### config.mk
export PLATFORM = sky130hd
export DESIGN_NAME = compressed_encoder_flat
export DESIGN_NICKNAME = d
export VERILOG_FILES = /design/src/rtl/compressed_encoder_if.sv /design/src/rtl/compressed_encoder.sv /design/src/flat_wrapper.sv
export SDC_FILE = /design/constraint.sdc
export NUM_CORES = 1
export LEC_CHECK = 0
export CORE_MARGIN = 2
export CORE_UTILIZATION = 48
export CTS_BUF_LIST = sky130_fd_sc_hd__clkbuf_8
export DETAILED_ROUTE_END_ITERATION = 8
export PLACE_DENSITY = 0.79
export SYNTH_ARGS = -nofsm -noshare
export SYNTH_HDL_FRONTEND = slang
export SYNTH_SLANG_ARGS = --single-unit
### constraint.sdc
create_clock -name clk_i -period 1.9 [get_ports clk_i]
set_clock_uncertainty 0.2 [all_clocks]
set_input_delay 0.57 -clock clk_i [delete_from_list [all_inputs] [get_ports clk_i]]
set_output_delay 0.57 -clock clk_i [all_outputs]
set_load 0.03 [all_outputs]
### src/rtl/compressed_encoder_if.sv
// Handshake bundle for the RVC compressor: instruction input side,
// flush control, and the packed 32-bit output stream.
interface compressed_encoder_if;
  logic        in_valid_i;
  logic        in_ready_o;
  logic [31:0] instr_i;
  logic        flush_i;
  logic        flush_done_o;
  logic        out_valid_o;
  logic        out_ready_i;
  logic [31:0] out_data_o;
  logic        pend_valid_o;
  logic [15:0] cnt_comp_o;

  // Encoder side
  modport slave (
    input  in_valid_i, instr_i, flush_i, out_ready_i,
    output in_ready_o, flush_done_o, out_valid_o, out_data_o, pend_valid_o, cnt_comp_o
  );

  // Producer/consumer side
  modport master (
    output in_valid_i, instr_i, flush_i, out_ready_i,
    input  in_ready_o, flush_done_o, out_valid_o, out_data_o, pend_valid_o, cnt_comp_o
  );
endinterface

### src/rtl/compressed_encoder.sv
// RVC compressor and parcel packer: re-encodes RV32I instructions into
// 16-bit C forms where possible and packs parcels little-endian into words.
module compressed_encoder #(
  parameter bit EN_COMPRESS = 1'b1
) (
  input logic                 clk_i,
  input logic                 rst_ni,
  compressed_encoder_if.slave bus
);

  logic [31:0] instr;
  logic [6:0]  opcode;
  logic [2:0]  funct3;
  logic [6:0]  funct7;
  logic [4:0]  rd, rs1, rs2;
  logic [11:0] imm_i, off_s;
  logic        rd_p, rs1_p, rs2_p, imm_small;

  assign instr     = bus.instr_i;
  assign opcode    = instr[6:0];
  assign funct3    = instr[14:12];
  assign funct7    = instr[31:25];
  assign rd        = instr[11:7];
  assign rs1       = instr[19:15];
  assign rs2       = instr[24:20];
  assign imm_i     = instr[31:20];
  assign off_s     = {instr[31:25], instr[11:7]};
  assign rd_p      = (rd[4:3] == 2'b01);
  assign rs1_p     = (rs1[4:3] == 2'b01);
  assign rs2_p     = (rs2[4:3] == 2'b01);
  assign imm_small = (imm_i[11:5] == 7'h00) || (imm_i[11:5] == 7'h7f);

  logic        comp_ok;
  logic [15:0] comp_data;
  logic        alu_hit;
  logic [1:0]  alu_ff;

  // Decode the instruction fields and build the 16-bit encoding when a mapping exists
  always_comb begin
    comp_ok   = 1'b0;
    comp_data = 16'h0000;
    alu_hit   = 1'b0;
    alu_ff    = 2'b00;
    case ({funct7, funct3})
      {7'b0100000, 3'b000}: begin alu_hit = 1'b1; alu_ff = 2'b00; end
      {7'b0000000, 3'b100}: begin alu_hit = 1'b1; alu_ff = 2'b01; end
      {7'b0000000, 3'b110}: begin alu_hit = 1'b1; alu_ff = 2'b10; end
      {7'b0000000, 3'b111}: begin alu_hit = 1'b1; alu_ff = 2'b11; end
      default: ;
    endcase
    if (EN_COMPRESS && instr[1:0] == 2'b11) begin
      if (instr == 32'h0010_0073) begin
        comp_ok   = 1'b1;
        comp_data = 16'h9002;
      end else begin
        case (opcode)
          7'b0010011: begin
            if (funct3 == 3'b000 && rd != 5'd0 && imm_small) begin
              if (rs1 == rd && imm_i != 12'd0) begin
                comp_ok   = 1'b1;
                comp_data = {3'b000, imm_i[5], rd, imm_i[4:0], 2'b01};
              end else if (rs1 == 5'd0) begin
                comp_ok   = 1'b1;
                comp_data = {3'b010, imm_i[5], rd, imm_i[4:0], 2'b01};
              end
            end
          end
          7'b0110011: begin
            if (funct7 == 7'd0 && funct3 == 3'b000 && rd != 5'd0 && rs2 != 5'd0) begin
              if (rs1 == 5'd0) begin
                comp_ok   = 1'b1;
                comp_data = {4'b1000, rd, rs2, 2'b10};
              end else if (rs1 == rd) begin
                comp_ok   = 1'b1;
                comp_data = {4'b1001, rd, rs2, 2'b10};
              end
            end else if (alu_hit && rd_p && rs2_p && rs1 == rd) begin
              comp_ok   = 1'b1;
              comp_data = {6'b100011, rd[2:0], alu_ff, rs2[2:0], 2'b01};
            end
          end
          7'b0000011: begin
            if (funct3 == 3'b010 && rd_p && rs1_p && imm_i[11:7] == 5'd0 && imm_i[1:0] == 2'b00) begin
              comp_ok   = 1'b1;
              comp_data = {3'b010, imm_i[5:3], rs1[2:0], imm_i[2], imm_i[6], rd[2:0], 2'b00};
            end
          end
          7'b0100011: begin
            if (funct3 == 3'b010 && rs2_p && rs1_p && off_s[11:7] == 5'd0 && off_s[1:0] == 2'b00) begin
              comp_ok   = 1'b1;
              comp_data = {3'b110, off_s[5:3], rs1[2:0], off_s[2], off_s[6], rs2[2:0], 2'b00};
            end
          end
          7'b1100111: begin
            if (funct3 == 3'b000 && imm_i == 12'd0 && rs1 != 5'd0) begin
              if (rd == 5'd0) begin
                comp_ok   = 1'b1;
                comp_data = {4'b1000, rs1, 5'd0, 2'b10};
              end else if (rd == 5'd1) begin
                comp_ok   = 1'b1;
                comp_data = {4'b1001, rs1, 5'd0, 2'b10};
              end
            end
          end
          default: ;
        endcase
      end
    end
  end

  logic        pend_valid_q, pend_valid_d;
  logic [15:0] pend_q, pend_d;
  logic        out_valid_q, out_valid_d;
  logic [31:0] out_data_q, out_data_d;
  logic [15:0] cnt_q, cnt_d;
  logic        slot_free, in_ready, accept;

  assign slot_free = !out_valid_q || bus.out_ready_i;
  assign in_ready  = !bus.flush_i && slot_free;
  assign accept    = bus.in_valid_i && in_ready;

  // Pack accepted parcels against the pending halfword, or pad it out on flush
  always_comb begin
    pend_valid_d = pend_valid_q;
    pend_d       = pend_q;
    out_valid_d  = out_valid_q;
    out_data_d   = out_data_q;
    cnt_d        = cnt_q;
    if (out_valid_q && bus.out_ready_i) begin
      out_valid_d = 1'b0;
    end
    if (accept) begin
      if (comp_ok) begin
        cnt_d = cnt_q + 16'd1;
        if (pend_valid_q) begin
          out_valid_d  = 1'b1;
          out_data_d   = {comp_data, pend_q};
          pend_valid_d = 1'b0;
        end else begin
          pend_valid_d = 1'b1;
          pend_d       = comp_data;
        end
      end else if (pend_valid_q) begin
        out_valid_d = 1'b1;
        out_data_d  = {instr[15:0], pend_q};
        pend_d      = instr[31:16];
      end else begin
        out_valid_d = 1'b1;
        out_data_d  = instr;
      end
    end else if (bus.flush_i && pend_valid_q && slot_free) begin
      out_valid_d  = 1'b1;
      out_data_d   = {16'h0001, pend_q};
      pend_valid_d = 1'b0;
    end
  end

  // State registers; reset drops any pending halfword and undelivered word
  always_ff @(posedge clk_i or negedge rst_ni) begin
    if (!rst_ni) begin
      pend_valid_q <= 1'b0;
      pend_q       <= 16'h0000;
      out_valid_q  <= 1'b0;
      out_data_q   <= 32'h0000_0000;
      cnt_q        <= 16'h0000;
    end else begin
      pend_valid_q <= pend_valid_d;
      pend_q       <= pend_d;
      out_valid_q  <= out_valid_d;
      out_data_q   <= out_data_d;
      cnt_q        <= cnt_d;
    end
  end

  assign bus.in_ready_o   = in_ready;
  assign bus.flush_done_o = bus.flush_i && !pend_valid_q;
  assign bus.out_valid_o  = out_valid_q;
  assign bus.out_data_o   = out_data_q;
  assign bus.pend_valid_o = pend_valid_q;
  assign bus.cnt_comp_o   = cnt_q;

endmodule

### src/flat_wrapper.sv
// flat-port wrapper written by rule: the top's interface ports become plain ports
module compressed_encoder_flat 
#(
  parameter bit EN_COMPRESS = 1'b1
)
  (clk_i, rst_ni, bus_in_valid_i, bus_instr_i, bus_flush_i, bus_out_ready_i, bus_in_ready_o, bus_flush_done_o, bus_out_valid_o, bus_out_data_o, bus_pend_valid_o, bus_cnt_comp_o);
  compressed_encoder_if bus_i ();
  input logic clk_i;
  input logic rst_ni;
  input wire logic [$bits(bus_i.in_valid_i)-1:0] bus_in_valid_i;
  input wire logic [$bits(bus_i.instr_i)-1:0] bus_instr_i;
  input wire logic [$bits(bus_i.flush_i)-1:0] bus_flush_i;
  input wire logic [$bits(bus_i.out_ready_i)-1:0] bus_out_ready_i;
  output wire logic [$bits(bus_i.in_ready_o)-1:0] bus_in_ready_o;
  output wire logic [$bits(bus_i.flush_done_o)-1:0] bus_flush_done_o;
  output wire logic [$bits(bus_i.out_valid_o)-1:0] bus_out_valid_o;
  output wire logic [$bits(bus_i.out_data_o)-1:0] bus_out_data_o;
  output wire logic [$bits(bus_i.pend_valid_o)-1:0] bus_pend_valid_o;
  output wire logic [$bits(bus_i.cnt_comp_o)-1:0] bus_cnt_comp_o;
  assign bus_i.in_valid_i = bus_in_valid_i;
  assign bus_i.instr_i = bus_instr_i;
  assign bus_i.flush_i = bus_flush_i;
  assign bus_i.out_ready_i = bus_out_ready_i;
  assign bus_in_ready_o = bus_i.in_ready_o;
  assign bus_flush_done_o = bus_i.flush_done_o;
  assign bus_out_valid_o = bus_i.out_valid_o;
  assign bus_out_data_o = bus_i.out_data_o;
  assign bus_pend_valid_o = bus_i.pend_valid_o;
  assign bus_cnt_comp_o = bus_i.cnt_comp_o;
  compressed_encoder #(.EN_COMPRESS(EN_COMPRESS)) u_core (.clk_i(clk_i), .rst_ni(rst_ni), .bus(bus_i));
endmodule
==> key figures, run 1 <==
Synthesis
  • Fraction of synthesis flops using an asynchronous set or reset pin: 100%
  • Post-synthesis area per instance: 9.54 um^2
  • Post-synth net total: 471
  • Count of cell types in the netlist: 64
  • Number of warning messages in the yosys log: 0
  • Top_reg_cell synth: sky130_fd_sc_hd__dfrtp_1
  • Number of enable-type register cells in the synthesized netlist: 0
  • Mapped Area: 4130 um^2
  • Sequential element share of the synthesized area: 40.0%
  • Flops & latches, synth: 66
  • Syn Inst Count: 433

STA
  • Slew at the pin closest to its max-slew limit: 0.561 ns
  • F_max: 0.333 GHz
  • Setup repair after global routing missed its margin: yes
  • Final number of hold-violating endpoints: 0
  • Count of pins over their slew limit: 0
  • Final period utilization: 158%
  • Tightest slew margin relative to the limit: 62.2%
  • Sum Neg Setup Slack: -61.98 ns
  • Worst path setup slack after routing: -1.10 ns
  • Final period demand of the worst path: 3.00 ns
  • Final setup violation count: 69

CTS
  • Clock buffer count from CTS: 9
  • Clock tree from TritonCTS: done
  • TritonCTS sink count: 66
  • Maximum buffer depth of the clock tree: 2
  • Insertion delay of the later-clocked pin in the worst-skew pair: 0.36 ns
  • H-tree levels: 3
  • Buffer type at the clock tree root: sky130_fd_sc_hd__clkbuf_8
  • Clock input transition at the sequential cells of the worst setup and hold paths: 0.08 ns
  • Hold buffer count at CTS: 0

Routing
  • Detailed Route WL: 20300 um
  • Antenna viol nets, final: 0
  • Total met2 wirelength after detailed routing: 9190 um
  • Number of vias in the routed layout: 5134
  • Length of the first detailed-routing pass in iterations: 6
  • Routed wire per std cell: 25.6 um
  • Met3 wire len: 2430 um
  • Met1 layer wirelength in the final routing: 7340 um
  • Highest metal layer used by the detailed router: met4
  • Final routed DRC violation total: 0
  • Vias per std cell: 6.47
  • Drt initial violations: 607

Final layout
  • Area delta synth->final: 76.1%
  • # nets final: 721
  • Highest-count cells in the layout ignoring fill and taps: 139 x sky130_fd_sc_hd__buf_4, 64 x sky130_fd_sc_hd__dfrtp_1, 36 x sky130_fd_sc_hd__clkbuf_2
  • Ratio of cells with drive above 1 in the final layout: 58.4%
  • Most common cell after layout, fill and taps aside: sky130_fd_sc_hd__buf_4
  • Final core occ: 87.7%
  • Antenna diodes: 0

Floorplan
  • Initial core utilization: 49.8%
  • X dimension of the die: 96.8 um
  • Number of rows in the core area: 33
  • Count of pins on the block boundary: 89
  • Floorplan core area: 8300 um^2
  • Overall die height: 96.8 um
  • Floorplan die area: 9370 um^2

Setup path
  • Kind of end point of the critical path: flop
  • Worst Path Max Fanout: 5
  • Classification of the worst setup path: in2reg
  • WP data arrival: 3.02 ns
  • Worst EP required: 1.91 ns
  • Crit path launch type: input pin

Global route
  • Antenna violations before repair: 0
  • Combined global-route utilization of all metal layers: 38.7%
  • Wire length of the first global-routing pass: 28000 um
  • Maximum number of pins on one net before global-route repair: 67
  • Number of global-route vias before repair: 5005
  • Grt ovf: 0

Placed design
  • Placer Congestion: 1.07
  • Hpwl dp: 12200 um
  • Port Buffers: 88

Pwr
  • PD cells: 598 nW/um^2
  • Worst IR Drop VDD: 643 uV
  • Static leakage: 3.40 nW

Status
  • Violations in the final reports: negative setup slack
  • Outcome: complete, but fails checks

Min path
  • Hold Path Class: in2async

Run
  • MaxCap Viol Count: 0
-- cell usage after synthesis (all sizes together) (3+ instances only) --
| cell type | number | area share (%) |
|---|---|---|
| nand2b | 5 | 0.76 |
| nor3 | 10 | 1.5 |
| buf | 10 | 2.2 |
| nand2 | 32 | 2.9 |
| inv | 22 | 2.0 |
| xnor2 | 15 | 3.2 |
| clkbuf | 11 | 1.0 |
| and2 | 5 | 0.76 |
| a22o | 10 | 2.1 |
| nand4b | 3 | 1.0 |
| nor2 | 27 | 2.6 |
| a221o | 5 | 1.2 |
| o21ai | 15 | 2.0 |
| nor3b | 3 | 0.79 |
| nor2b | 5 | 0.76 |
| a21oi | 54 | 6.5 |
| nand4 | 9 | 1.5 |
| mux2i | 30 | 7.3 |
| xor2 | 7 | 1.5 |
| mux2 | 18 | 4.9 |
| nor4 | 4 | 0.97 |
| o2bb2ai | 9 | 1.9 |
| dfrtp | 66 | 40 |
| and3 | 7 | 1.1 |
| or3 | 4 | 0.61 |
| nand3 | 15 | 2.1 |
-- flip-flops by register name, indices dropped and copies added, names as in the netlist --
register and count:
u_core.bus.out_data_o 32, u_core.bus.out_valid_o 1, u_core.pend_q 16, u_core.bus.cnt_comp_o 16, u_core.bus.pend_valid_o 1
-- per-stage QoR --
stage | power [mW] | setup WS [ns] | instance area (um^2) | hold WS, ns | instances
after floorplan | 2.03 | -1.12 | 4290 | 0.0744 | 433
final | 4.35 | -1.10 | 7280 | 0.0202 | 793
after global routing | 4.46 | -1.13 | 7280 | 0.0536 | 793
after global placement | 2.57 | -1.63 | 6200 | 0.258 | 738
after detailed placement | 2.59 | -1.70 | 6200 | 0.267 | 738
after CTS | 4.19 | -1.02 | 6920 | 0.0442 | 780
-- logic make-up (layout without fill, tap and decap cells) --
family	Yosys count	after routing	share of synthesized area [%]
flops	66	66	40.0
compound gates	114	114	18.2
buf+inv	43	296	5.21
simple gates	139	141	19.5
xor+xnor	22	22	4.66
mux	48	48	12.2
fa+ha+maj	1	1	0.303
-- worst paths after layout --
kind	start	to	slack [ns]	depth (start not counted)
hold reg to reg	u_core.bus.cnt_comp_o[15]$_DFFE_PN0P_	u_core.bus.cnt_comp_o[15]$_DFFE_PN0P_	0.30	1
setup / recovery	bus_instr_i[9]	u_core.bus.out_data_o[2]$_DFFE_PN0P_	-1.10	12
max in group asynchronous	rst_ni	u_core.bus.pend_valid_o$_DFFE_PN0P_	1.15	2
hold / removal	rst_ni	u_core.bus.out_data_o[9]$_DFFE_PN0P_	0.02	2
min in group clk_i	u_core.bus.cnt_comp_o[15]$_DFFE_PN0P_	u_core.bus.cnt_comp_o[15]$_DFFE_PN0P_	0.30	1
setup reg to reg	u_core.bus.cnt_comp_o[4]$_DFFE_PN0P_	u_core.bus.cnt_comp_o[15]$_DFFE_PN0P_	-0.23	6
-- power by group --
| group | switching, mW | internal [mW] | total [mW] |
|---|---|---|---|
| combinational | 0.667 | 0.464 | 1.13 |
| clock | 0.602 | 1.05 | 1.65 |
| sequential | 0.0798 | 1.49 | 1.57 |
-- critical path: stages --
cell                       delay [ns]
sky130_fd_sc_hd__buf_6           0.09
sky130_fd_sc_hd__or4_4           0.54
sky130_fd_sc_hd__or2_4           0.26
sky130_fd_sc_hd__or4_4           0.43
sky130_fd_sc_hd__o21ai_2         0.13
sky130_fd_sc_hd__nand4b_4        0.18
sky130_fd_sc_hd__buf_6           0.13
sky130_fd_sc_hd__o21bai_4        0.12
sky130_fd_sc_hd__buf_12          0.17
sky130_fd_sc_hd__buf_8           0.13
sky130_fd_sc_hd__a21oi_2         0.17
sky130_fd_sc_hd__a21oi_1         0.10
-- cell type report --
cell class	count	area, um^2
clock buffer	10	138
clock inverter	6	138
fill	362	1020
inverter	22	82.6
multi-input combinational	326	3040
sequential	66	1650
tap	105	131
timing repair buffer	258	2100
-- repair_timing --
action | CTS | global route
gates resized for setup | 231 | 176
gates cloned | 2 | 3
pin swaps | 33 | 53
buffers inserted | 27 | 14
endpoints found under the setup margin | 118 | 109
-- layer usage --
layer	global-route usage [%]	vias up
met5	0	-
met4	18.5	0
met3	9.32	132
met2	59.7	472
met1	51.4	2441
li1	-	2089
(Power assumes the default switching activity.)
==> run 2: changes to the inputs <==
- GPL_TIMING_DRIVEN: not set -> 0
==> run 2 against run 1 <==
The flow still finishes with violations (negative setup slack). Non-clock buffer count fell by 93. Routed wire length fell by 17%. Via count fell by 15%. Sequential share of layout area rose by 2.6 points. Critical path depth did not move. Clock-buffer cell count fell by 1. Hold slack improved by 0.081 ns. Fmax fell by 2.4%. Core utilization fell by 9.1 points.
==> key figures, run 2 (same netlist as run 1, synthesis figures left out) <==
Floorplan
  • Overall die height: 96.8 um
  • X dimension of the die: 96.8 um
  • Initial core utilization: 49.8%
  • Floorplan die area: 9370 um^2
  • Count of pins on the block boundary: 89
  • Number of rows in the core area: 33
  • Floorplan core area: 8300 um^2

STA
  • Final period demand of the worst path: 3.08 ns
  • Tightest slew margin relative to the limit: 45.3%
  • Slew at the pin closest to its max-slew limit: 0.821 ns
  • Sum Neg Setup Slack: -67.03 ns
  • Final period utilization: 162%
  • Setup repair after global routing missed its margin: yes
  • Count of pins over their slew limit: 0
  • Final setup violation count: 69
  • Worst path setup slack after routing: -1.18 ns
  • Final hold slack: 0.101 ns
  • F_max: 0.325 GHz
  • Final number of hold-violating endpoints: 0

Placed design
  • Placer Congestion: 0.941
  • DP Worst Slack: -2.29 ns
  • Hpwl dp: 10400 um
  • Cell Area, Placed: 5260 um^2
  • Port Buffers: 84
  • Post-placement cell count: 622

Setup path
  • Worst EP required: 1.94 ns
  • Crit path launch type: input pin
  • Worst Path Max Fanout: 5
  • WP data arrival: 3.12 ns
  • Classification of the worst setup path: in2reg
  • Kind of end point of the critical path: flop

CTS
  • Clock input transition at the sequential cells of the worst setup and hold paths: 0.08 ns
  • Clock tree from TritonCTS: done
  • TritonCTS sink count: 66
  • Clock buffer count from CTS: 9
  • Buffer type at the clock tree root: sky130_fd_sc_hd__clkbuf_8
  • Maximum buffer depth of the clock tree: 2
  • Insertion delay of the later-clocked pin in the worst-skew pair: 0.35 ns
  • Hold buffer count at CTS: 0
  • H-tree levels: 3

Routing
  • Routed wire per std cell: 24.0 um
  • Number of vias in the routed layout: 4374
  • Drt initial violations: 316
  • Detailed Route WL: 16800 um
  • Antenna viol nets, final: 0
  • Length of the first detailed-routing pass in iterations: 5
  • Vias per std cell: 6.27
  • Final routed DRC violation total: 0

Final layout
  • # nets final: 626
  • Antenna diodes: 0
  • Fillers: 494
  • Ratio of cells with drive above 1 in the final layout: 49.4%
  • Max FFs per register: 32
  • Area taken by flip-flops and latches: 1650 um^2
  • Area occupied by multi-input gates: 2930 um^2
  • Most common cell after layout, fill and taps aside: sky130_fd_sc_hd__dfrtp_1
  • Area delta synth->final: 57.8%
  • Post-route cell area: 6520 um^2
  • Count of placed standard cells in the final layout, fillers left out: 698
  • Final core occ: 78.6%
  • Highest-count cells in the layout ignoring fill and taps: 66 x sky130_fd_sc_hd__dfrtp_1, 37 x sky130_fd_sc_hd__buf_4, 33 x sky130_fd_sc_hd__a21oi_2

Global route
  • Maximum number of pins on one net before global-route repair: 67
  • Grt ovf: 0
  • Combined global-route utilization of all metal layers: 33.8%
  • Antenna violations before repair: 0
  • Wire length of the first global-routing pass: 24700 um
  • Number of global-route vias before repair: 4423

Pwr
  • PD cells: 595 nW/um^2
  • Total chip power: 3.88 mW
  • Static leakage: 2.87 nW
  • Worst IR Drop VDD: 538 uV

Status
  • Violations in the final reports: negative setup slack
  • Outcome: complete, but fails checks

Run
  • MaxCap Viol Count: 0

Min path
  • Hold Path Class: in2async
run 2: layer usage:
metal,wire (um),GRT usage (%),vias to the layer above
met4,654,14.1,0
li1,-,-,1905
met5,0,0,-
met1,6640,42.6,2129
met3,1770,12.6,51
met2,7710,52.6,289
run 2: cell type report:
class                           count  area share, %
Timing Repair Buffer              148           20.6
Clock inverter                      7           1.44
Tap cell                          105           2.01
Clock buffer                        9           1.90
Buffer                             17           2.59
Multi-Input combinational cell    324           44.8
Inverter                           22           1.27
Sequential cell                    66           25.3
run 2: critical path, cell delays in order:
cell,delay [ns]
sky130_fd_sc_hd__buf_12,0.10
sky130_fd_sc_hd__or4_4,0.55
sky130_fd_sc_hd__or2_4,0.28
sky130_fd_sc_hd__or4_4,0.47
sky130_fd_sc_hd__o21ai_2,0.15
sky130_fd_sc_hd__nand4b_4,0.19
sky130_fd_sc_hd__buf_6,0.12
sky130_fd_sc_hd__o21bai_4,0.10
sky130_fd_sc_hd__buf_12,0.16
sky130_fd_sc_hd__clkbuf_16,0.15
sky130_fd_sc_hd__a21oi_2,0.19
sky130_fd_sc_hd__a21oi_2,0.07
run 2: worst paths after layout:
path                            slack, ns                                   from                                    end  depth (start not counted)
worst max-delay path                -1.18                        bus_instr_i[10]  u_core.bus.out_data_o[14]$_DFFE_PN0P_                         12
worst min-delay path                 0.10                                 rst_ni           u_core.pend_q[0]$_DFFE_PN0P_                          1
worst max register to register      -0.60       u_core.bus.out_valid_o$_DFF_PN0_  u_core.bus.out_data_o[14]$_DFFE_PN0P_                          6
worst min register to register       0.27  u_core.bus.cnt_comp_o[15]$_DFFE_PN0P_  u_core.bus.cnt_comp_o[15]$_DFFE_PN0P_                          1
max in group asynchronous            0.85                                 rst_ni    u_core.bus.pend_valid_o$_DFFE_PN0P_                          1
min in group clk_i                   0.27  u_core.bus.cnt_comp_o[15]$_DFFE_PN0P_  u_core.bus.cnt_comp_o[15]$_DFFE_PN0P_                          1
run 2: timing repair:
action | in CTS | in global routing
endpoints found under the setup margin | 118 | 94
endpoints found under the hold margin | 0 | 0
resized for setup | 309 | 118
setup buffers | 47 | 15
gates cloned | 4 | 0
pin swaps | 43 | 26
run 2: where the power goes:
group	leakage [nW]	switching (mW)	internal, mW
sequential	0.780	0.0666	1.49
clock	0.105	0.600	0.736
combinational	1.99	0.604	0.381
total	2.87	1.27	2.61
